===== config.mk =====
export PLATFORM = sky130hd
export DESIGN_NAME = hc_csr_bank
export DESIGN_NICKNAME = d
export VERILOG_FILES = /design/src/rtl/hc_csr_bank.sv
export SDC_FILE = /design/constraint.sdc
export NUM_CORES = 1
export LEC_CHECK = 0
export CAP_MARGIN = 20
export CORE_UTILIZATION = 35
export CTS_CLUSTER_SIZE = 28
export DETAILED_ROUTE_END_ITERATION = 10
export PLACE_DENSITY = 0.57
export SLEW_MARGIN = 20
export SYNTH_ARGS = -nofsm -noshare
export SYNTH_HDL_FRONTEND = slang
export SYNTH_SLANG_ARGS = --single-unit

===== constraint.sdc =====
create_clock -name clk -period 2.7 [get_ports clk]
set_input_delay 0.675 -clock clk [delete_from_list [all_inputs] [get_ports clk]]
set_output_delay 0.675 -clock clk [all_outputs]
set_load 0.03 [all_outputs]

===== src/rtl/hc_csr_bank.sv =====
// hc_csr_bank: parametrised MMIO CSR bank for HardCloud AFUs.
//
// Answers host MMIO reads and writes (flattened CCI-P c0/c2 fields) with the
// device feature header, the AFU UUID, control/scratch/status/DSM registers
// and NUM_BUFFERS buffer address/size pairs. It also generates a one-cycle
// start strobe and keeps a write-one-to-clear sticky done flag.
//
// Ports:
//   clk, reset_n               clock, asynchronous active-low reset
//   mmio_rd_valid/wr_valid     read / write request strobes
//   mmio_addr, mmio_tid        dword address and transaction ID
//   mmio_wdata                 64-bit write data
//   rsp_valid/rsp_tid/rsp_data read response, two cycles after the request
//   hc_control, start_pulse    control register and start strobe
//   busy, done_pulse, status_in core status inputs
//   hc_dsm_base                DSM cache-line address
//   buf_addr, buf_size         flattened per-buffer address / size
module hc_csr_bank #(
  parameter int             NUM_BUFFERS = 4,
  parameter logic [127:0]   AFU_ID      = 128'h0,
  parameter int             SIZE_W      = 32
) (
  input  logic                          clk,
  input  logic                          reset_n,
  input  logic                          mmio_rd_valid,
  input  logic                          mmio_wr_valid,
  input  logic [15:0]                   mmio_addr,
  input  logic [8:0]                    mmio_tid,
  input  logic [63:0]                   mmio_wdata,
  output logic                          rsp_valid,
  output logic [8:0]                    rsp_tid,
  output logic [63:0]                   rsp_data,
  output logic [31:0]                   hc_control,
  output logic                          start_pulse,
  input  logic                          busy,
  input  logic                          done_pulse,
  input  logic [31:0]                   status_in,
  output logic [57:0]                   hc_dsm_base,
  output logic [NUM_BUFFERS*58-1:0]     buf_addr,
  output logic [NUM_BUFFERS*SIZE_W-1:0] buf_size
);

  localparam logic [63:0] DFH    = 64'h1000_0000_1000_0000;
  localparam logic [7:0]  NB_IDX = 8'(NUM_BUFFERS);

  // Registered request stage
  logic        rdValid_q, wrValid_q, donePulse_q;
  logic [15:0] addr_q;
  logic [8:0]  tid_q;
  logic [63:0] wdata_q;

  // Architectural registers
  logic [63:0]                          scratch_q, scratch_d;
  logic [31:0]                          control_q, control_d;
  logic [57:0]                          dsm_q, dsm_d;
  logic [NUM_BUFFERS-1:0][57:0]         bufAddr_q, bufAddr_d;
  logic [NUM_BUFFERS-1:0][SIZE_W-1:0]   bufSize_q, bufSize_d;
  logic                                 done_q, done_d;
  logic                                 start_q, start_d;
  logic                                 rspValid_q, rspValid_d;
  logic [8:0]                           rspTid_q, rspTid_d;
  logic [63:0]                          rspData_q, rspData_d;

  // Address decode of the registered request
  logic       inRange, isBufSpace, bufHit, doneClr;
  logic [7:0] bufIdx;
  logic [63:0] rdData;

  assign inRange    = (addr_q[15:10] == 6'd0);
  assign isBufSpace = inRange && (addr_q[9:6] != 4'd0) && !addr_q[0];
  // Buffer i occupies dwords 0x40+4i (address) and 0x42+4i (size)
  assign bufIdx     = addr_q[9:2] - 8'h10;
  assign bufHit     = isBufSpace && (bufIdx < NB_IDX);

  // Input stage: all request fields and the done strobe are captured
  // together, so a done strobe and a STATUS clear issued in the same cycle
  // land on the same update edge, where the set takes priority.
  always_ff @(posedge clk or negedge reset_n) begin
    if (!reset_n) begin
      rdValid_q   <= 1'b0;
      wrValid_q   <= 1'b0;
      donePulse_q <= 1'b0;
      addr_q      <= '0;
      tid_q       <= '0;
      wdata_q     <= '0;
    end else begin
      rdValid_q   <= mmio_rd_valid;
      wrValid_q   <= mmio_wr_valid;
      donePulse_q <= done_pulse;
      addr_q      <= mmio_addr;
      tid_q       <= mmio_tid;
      wdata_q     <= mmio_wdata;
    end
  end

  // Read mux; odd dword addresses never match any entry and return zero
  always_comb begin
    rdData = '0;
    case (addr_q)
      16'h0000: rdData = DFH;
      16'h0002: rdData = AFU_ID[63:0];
      16'h0004: rdData = AFU_ID[127:64];
      16'h000A: rdData = scratch_q;
      16'h000C: rdData = {32'b0, control_q};
      16'h000E: rdData = {status_in, 30'b0, done_q, busy};
      16'h0010: rdData = {dsm_q, 6'b0};
      default:  rdData = '0;
    endcase
    if (bufHit) begin
      for (int i = 0; i < NUM_BUFFERS; i++) begin
        if (bufIdx == 8'(i)) begin
          rdData = addr_q[1] ? 64'(bufSize_q[i]) : {bufAddr_q[i], 6'b0};
        end
      end
    end
  end

  // Next-state: register writes, start strobe, sticky done and response
  always_comb begin
    scratch_d = scratch_q;
    control_d = control_q;
    dsm_d     = dsm_q;
    bufAddr_d = bufAddr_q;
    bufSize_d = bufSize_q;
    start_d   = 1'b0;
    doneClr   = 1'b0;
    if (wrValid_q) begin
      case (addr_q)
        16'h000A: scratch_d = wdata_q;
        16'h000C: begin
          control_d = wdata_q[31:0];
          start_d   = wdata_q[0];
        end
        16'h000E: doneClr = wdata_q[1];
        16'h0010: dsm_d = wdata_q[63:6];
        default:  ;
      endcase
      if (bufHit) begin
        for (int i = 0; i < NUM_BUFFERS; i++) begin
          if (bufIdx == 8'(i)) begin
            if (addr_q[1]) bufSize_d[i] = wdata_q[SIZE_W-1:0];
            else           bufAddr_d[i] = wdata_q[63:6];
          end
        end
      end
    end
    done_d     = donePulse_q | (done_q & ~doneClr);
    rspValid_d = rdValid_q && inRange;
    rspTid_d   = rspValid_d ? tid_q  : '0;
    rspData_d  = rspValid_d ? rdData : '0;
  end

  // State registers
  always_ff @(posedge clk or negedge reset_n) begin
    if (!reset_n) begin
      scratch_q  <= '0;
      control_q  <= '0;
      dsm_q      <= '0;
      bufAddr_q  <= '0;
      bufSize_q  <= '0;
      done_q     <= 1'b0;
      start_q    <= 1'b0;
      rspValid_q <= 1'b0;
      rspTid_q   <= '0;
      rspData_q  <= '0;
    end else begin
      scratch_q  <= scratch_d;
      control_q  <= control_d;
      dsm_q      <= dsm_d;
      bufAddr_q  <= bufAddr_d;
      bufSize_q  <= bufSize_d;
      done_q     <= done_d;
      start_q    <= start_d;
      rspValid_q <= rspValid_d;
      rspTid_q   <= rspTid_d;
      rspData_q  <= rspData_d;
    end
  end

  assign rsp_valid   = rspValid_q;
  assign rsp_tid     = rspTid_q;
  assign rsp_data    = rspData_q;
  assign hc_control  = control_q;
  assign start_pulse = start_q;
  assign hc_dsm_base = dsm_q;
  assign buf_addr    = bufAddr_q;
  assign buf_size    = bufSize_q;

endmodule

== Word level (Yosys, flattened, before mapping) ==
Cells that the tools add are included.

* Bits in registers: 682
* Input bits: 127
* Word-level logic and storage cells: 71

* $add $sub $neg: 1
* Magnitude comparators: 1
* Equality and inequality tests: 7
* Mux-type cells: 16
* Bitwise operators: 4
* Reductions and logical operators: 20

{| class="wikitable"
|+ Operators with widths
! operator !! count
|-
| $mux 64 || 10
|-
| $pmux 64 s5 || 1
|-
| $eq 16x4->1 const B || 3
|-
| $reduce_and 4->1 || 8
|-
| $eq 16x5->1 const B || 1
|-
| $eq 8x2->1 const B || 2
|-
| $logic_not 16->1 || 1
|-
| $mux 9 || 1
|-
| $eq 8x1->1 const B || 1
|-
| $logic_not 8->1 || 1
|-
| $lt 8x3->1 const B || 1
|-
| $sub 8x5->8 const B || 1
|-
| $logic_not 6->1 || 1
|-
| $reduce_and 2->1 || 3
|-
| $logic_and 1x1->1 || 4
|-
| $mux 1 || 4
|-
| $reduce_bool 4->1 || 1
|-
| $not 1->1 || 2
|-
| $and 1x1->1 || 1
|-
| $logic_not 1->1 || 1
|-
| $or 1x1->1 || 1
|}

== Longest topological paths before layout ==
* Word-level depth: 8
* Mapped depth: 8

== Worst setup path before layout ==
OpenSTA, ideal clock, no wires.

* Kind: reg-to-reg
* From: reg addr_q[15]
* To: reg bufAddr_q, in the netlist buf_addr[105]
* Library setup time: 0.125 ns
* Arrival time: 2.255 ns
* Data required time: 2.575 ns
* Slack: 0.320 ns
* Stages on the path, launching flop included: 8
* Path buffers: 2
* Period minus slack after synthesis: 2.380 ns
* Cell sequence: dfrtp_1 nor4_4 nand2_1 or3_1 nor3_2 buf_4 buf_6 mux2_2

* Longest elaborated chain between the ends: 5

{| class="wikitable"
|+ RTL lines
! item !! line !! source
|-
| start: declaration || 48 || <nowiki>logic [15:0] addr_q;</nowiki>
|-
| start signal: assignment || 90 || <nowiki>addr_q <= mmio_addr;</nowiki>
|-
| $logic_not 6->1 || 69 || <nowiki>assign inRange = (addr_q[15:10] == 6'd0);</nowiki>
|-
| $logic_and 1x1->1 (2 in series) || 70 || <nowiki>assign isBufSpace = inRange && (addr_q[9:6] != 4'd0) && !addr_q[0];</nowiki>
|-
| $logic_and 1x1->1 || 73 || <nowiki>assign bufHit = isBufSpace && (bufIdx < NB_IDX);</nowiki>
|-
| $reduce_and 4->1 (no line) || -- ||
|-
| end signal: assignment || 170 || <nowiki>bufAddr_q <= bufAddr_d;</nowiki>
|-
| end: declaration || 56 || <nowiki>logic [NUM_BUFFERS-1:0][57:0] bufAddr_q, bufAddr_d;</nowiki>
|}

No other way between the ends.
A chain may end at the register's enable or synchronous reset.

== Final worst setup path ==
* From: reg bufSize_q, in the netlist buf_size[32]
* To: out buf_size[32]

{| class="wikitable"
|+ RTL lines
! item !! line !! source
|-
| start: declaration || 57 || <nowiki>logic [NUM_BUFFERS-1:0][SIZE_W-1:0] bufSize_q, bufSize_d;</nowiki>
|-
| start signal: assignment || 171 || <nowiki>bufSize_q <= bufSize_d;</nowiki>
|-
| end: declaration || 40 || <nowiki>output logic [NUM_BUFFERS*SIZE_W-1:0] buf_size</nowiki>
|}

No word-level cell between the ends.

==> results.json <==
{
  "run_status": "completed",
  "netSwitchingPower_mw": 4.97,
  "cts_setup_buffers": 0,
  "tightestPinTransition_ns": 0.768,
  "cts_inserted_buffers": 78,
  "synth.top_cell.area_share": 0.587,
  "cp_data_required_time_ns": 2.03,
  "clock_tree.root_cell": "sky130_fd_sc_hd__clkbuf_16",
  "cp.depth": 1,
  "clock_sink_count": 682,
  "post_synth_main_area_contributors": "sky130_fd_sc_hd__dfrtp_1, sky130_fd_sc_hd__mux2_2, sky130_fd_sc_hd__mux2i_1, sky130_fd_sc_hd__a21oi_1, sky130_fd_sc_hd__a221oi_1",
  "cp.buffers_inverters": 1,
  "leakagePower_nw": 18.4,
  "clkTransAtPathRegs_ns": 0.06,
  "placed_cells_incl_taps": 3796,
  "grt_util_all_layers": 0.275,
  "initialDrtViolationCount": 1318,
  "primary_ff_master_synth": "sky130_fd_sc_hd__dfrtp_1",
  "design.final.nets": 2934,
  "synth_seq_cells": 682,
  "detailedRoute.firstPassIterationCount": 5,
  "cpPeakStageDelay_ns": 0.89,
  "vias_per_cell": 5.54,
  "routed_wire_length_per_instance_um": 29.8,
  "number_of_global_route_vias_before_repair": 23100,
  "synth_enable_flop_cells": 0,
  "totalPowerFinal_mw": 21.9,
  "cell_family_with_the_largest_share_of_critical_path_delay": "buffers and inverters",
  "synth_area_leader_cell": "sky130_fd_sc_hd__dfrtp_1",
  "cts_max_path_buffers": 3,
  "port_buffers": 651,
  "post-route-drc-count": 0,
  "vias": 21800,
  "setup_total_negative_slack_ns": 0,
  "worst-r2r-setup-slack_ns": 0.15,
  "maxCapViolations": 0,
  "clock_power_share": 0.482,
  "final_min_period_ns": 2.58,
  "globalRoute.totalOverflow": 0,
  "yosys_warnings": 0,
  "global_route_wire_length_before_repair_um": 169000,
  "place.detailed.hpwl_um": 79900,
  "grt_antenna_before_repair": 8,
  "final_layout_size_suffix_gt1_frac": 0.285,
  "tritoncts": "yes",
  "holdPathStages": 1,
  "finalWeightedCongestion": 0.854,
  "hold_class": "register to register",
  "finalCritPeriodShare": 0.957,
  "worstPathMaxFanout": 4,
  "die-area_um2": 84200,
  "post_synth.cell_area_avg_um2": 13.6,
  "finalMaxSlewViolations": 0,
  "crit_end_category": "output pin",
  "synth.net_count": 2271,
  "floorplan.die.width_um": 290,
  "syn_inst": 2144,
  "comb_power_share": 0.039,
  "grt_max_degree": 96,
  "rsz_0062_raised_after_global_routing": "false",
  "critPathSlowestCell": "sky130_fd_sc_hd__clkdlybuf4s50_1",
  "ys_seq_area_frac": 0.587,
  "chipHeight_um": 290,
  "row_count": 105,
  "cp_cell_sequence": "clkdlybuf4s50_1",
  "final_hold_viol_count": 0,
  "switching_share": 0.227,
  "critPathArrivalTime_ns": 1.91,
  "post_synth_num_cell_types": 63,
  "totalWireLength_um": 117000,
  "async_set_reset_flop_share_out_of_synthesis": 1.00,
  "fp.coreArea_um2": 82100,
  "power.share.sequential": 0.479,
  "worstSetupStartpointType": "register",
  "start_util": 0.354,
  "worstSkewPairLatency_ns": 0.63,
  "area_growth_pct": 37.9,
  "power_report.internal_total_mw": 16.9,
  "setup_viol": 0,
  "finish.cell_count_without_fillers": 3935,
  "finClkSkew_ns": 0.0290,
  "mappedNetlistArea_um2": 29100,
  "h_tree_lvls": 3,
  "design.portCount": 652,
  "achievable-frequency_ghz": 0.387,
  "power.density_cell_area_nw_per_um2": 546,
  "ant_nets": 0,
  "irDropWorstVdd_uv": 414,
  "worstRegToRegCells": 7,
  "critical_path_class": "register to output pin",
  "max_slew_margin": 0.488
}
## flip-flops by register name, indices dropped and copies added (netlist names)
| register | flops |
|---|---|
| addr_q | 16 |
| buf_addr | 232 |
| buf_size | 128 |
| donePulse_q | 1 |
| done_q | 1 |
| hc_control | 32 |
| hc_dsm_base | 58 |
| rdValid_q | 1 |
| rsp_data | 64 |
| rsp_tid | 9 |
| rsp_valid | 1 |
| scratch_q | 64 |
| start_pulse | 1 |
| tid_q | 9 |
| wdata_q | 64 |
| wrValid_q | 1 |
## power by group through the flow
stage               logic (mW)  registers (mW)  clock network (mW)
finish                   0.861            10.5                10.5
detailed placement       0.870            10.6                   0
global placement         0.859            10.6                   0
floorplan                0.297            10.5                   0
CTS                      0.876            10.5                10.8
global route             0.931            10.5                11.2
## worst paths after layout
| path | startpoint | end |
|---|---|---|
| max in group asynchronous | reset_n | addr_q[3] |
| worst max register to register | addr_q[5] | hc_control[23] |
| min in group asynchronous | reset_n | rsp_data[52] |
| worst min register to register | donePulse_q | done_q |
| worst min-delay path | donePulse_q | done_q |
| worst max-delay path | buf_size[32] | buf_size[32] |
## repair_timing
action	in CTS	in global routing
endpoints found under the setup margin	0	0
hold buffers	1	0
endpoints found under the hold margin	26	0
resized for setup	0	0
## per-layer routing
layer / up-vias / wire [um] / track usage / share of wire
met5: - / 63 / 0 / 0.00054
met4: 10 / 2950 / 0.0807 / 0.025
met3: 183 / 10300 / 0.0846 / 0.088
met2: 906 / 57200 / 0.462 / 0.49
met1: 11500 / 46600 / 0.339 / 0.40
li1: 9230 / - / - / -
## placed cells by master (no fill, tap or decap), types with 7 or more instances in the layout
cell                              count
sky130_fd_sc_hd__nand2_1             91
sky130_fd_sc_hd__a31oi_1             13
sky130_fd_sc_hd__buf_4               79
sky130_fd_sc_hd__a21oi_1             98
sky130_fd_sc_hd__nor4_1               7
sky130_fd_sc_hd__mux2_1               8
sky130_fd_sc_hd__clkbuf_16           80
sky130_fd_sc_hd__nor3_1               8
sky130_fd_sc_hd__nand3_1             18
sky130_fd_sc_hd__o211a_1             16
sky130_fd_sc_hd__buf_12              33
sky130_fd_sc_hd__a211oi_1            26
sky130_fd_sc_hd__a221oi_1            55
sky130_fd_sc_hd__and3_1               8
sky130_fd_sc_hd__clkdlybuf4s50_1    650
sky130_fd_sc_hd__o221ai_1            25
sky130_fd_sc_hd__clkbuf_1            16
sky130_fd_sc_hd__and2_1              11
sky130_fd_sc_hd__o21bai_1            15
sky130_fd_sc_hd__dfrtp_1            679
sky130_fd_sc_hd__clkbuf_8            13
sky130_fd_sc_hd__o21ai_0             35
sky130_fd_sc_hd__nand2b_1            16
sky130_fd_sc_hd__a22o_1              18
sky130_fd_sc_hd__mux2_2             550
sky130_fd_sc_hd__nor2_1              19
sky130_fd_sc_hd__a22oi_1             11
sky130_fd_sc_hd__and4b_1             11
sky130_fd_sc_hd__clkinv_2            17
sky130_fd_sc_hd__o22ai_1             25
sky130_fd_sc_hd__mux2i_1             77
sky130_fd_sc_hd__nor2b_1             36
## synth_stat cells, types with 3 or more instances
cell type / n
sky130_fd_sc_hd__dfrtp_1: 682
sky130_fd_sc_hd__mux2_2: 550
sky130_fd_sc_hd__clkbuf_1: 101
sky130_fd_sc_hd__a21oi_1: 98
sky130_fd_sc_hd__nand2_1: 93
sky130_fd_sc_hd__mux2i_1: 77
sky130_fd_sc_hd__a221oi_1: 55
sky130_fd_sc_hd__buf_2: 39
sky130_fd_sc_hd__nor2b_1: 37
sky130_fd_sc_hd__o21ai_0: 35
sky130_fd_sc_hd__buf_1: 33
sky130_fd_sc_hd__a211oi_1: 26
sky130_fd_sc_hd__o221ai_1: 25
sky130_fd_sc_hd__o22ai_1: 25
sky130_fd_sc_hd__nor2_1: 21
sky130_fd_sc_hd__nand3_1: 19
sky130_fd_sc_hd__a22o_1: 18
sky130_fd_sc_hd__nand2b_1: 17
sky130_fd_sc_hd__o211a_1: 16
sky130_fd_sc_hd__o21bai_1: 15
sky130_fd_sc_hd__a31oi_1: 13
sky130_fd_sc_hd__a22oi_1: 11
sky130_fd_sc_hd__and2_1: 11
sky130_fd_sc_hd__and4b_1: 11
sky130_fd_sc_hd__nor3_1: 11
sky130_fd_sc_hd__and3_1: 8
sky130_fd_sc_hd__mux2_1: 8
sky130_fd_sc_hd__nor4_1: 7
sky130_fd_sc_hd__a222oi_1: 6
sky130_fd_sc_hd__a32oi_1: 6
sky130_fd_sc_hd__buf_4: 6
sky130_fd_sc_hd__nand4_1: 6
sky130_fd_sc_hd__inv_1: 5
sky130_fd_sc_hd__o21a_1: 5
sky130_fd_sc_hd__nor3_2: 4
sky130_fd_sc_hd__nor3b_1: 4
sky130_fd_sc_hd__o2bb2ai_1: 4
sky130_fd_sc_hd__and4_1: 3
## final cells by class
cell class | count | area, um2
multi-input cells | 1276 | 11300
repair buffers | 764 | 7780
diodes | 3 | 7.51
inverters | 5 | 18.8
flip-flops and latches | 682 | 17100
fillers | 7166 | 42100
clock inverters | 26 | 278
well taps | 1070 | 1340
clock buffers | 109 | 2240
## kinds of logic (layout without fill, tap and decap cells)
kind of cell           Yosys count  count (layout)  share of synthesized area
other                            0               3                          0
buffers and inverters          186             904                     0.0270
DFF                            682             682                      0.587
and+or+nand+nor                268             268                     0.0513
muxes                          637             637                      0.244
AOI/OAI and AO/OA              371             371                     0.0900
## metrics by stage
step	setup WS (ns)	hold WS, ns	utilization	area [um2]
6_report	0.116	0.439	0.488	40100
5_1_grt	0.0113	0.449	0.488	40000
4_1_cts	0.0661	0.443	0.488	40000
3_5_place_dp	0.106	0.425	0.457	37500
3_3_place_gp	0.0612	0.424	0.457	37500
2_1_floorplan	0.320	0.379	-	29100
Note: power is estimated with default switching activity, not from simulation.
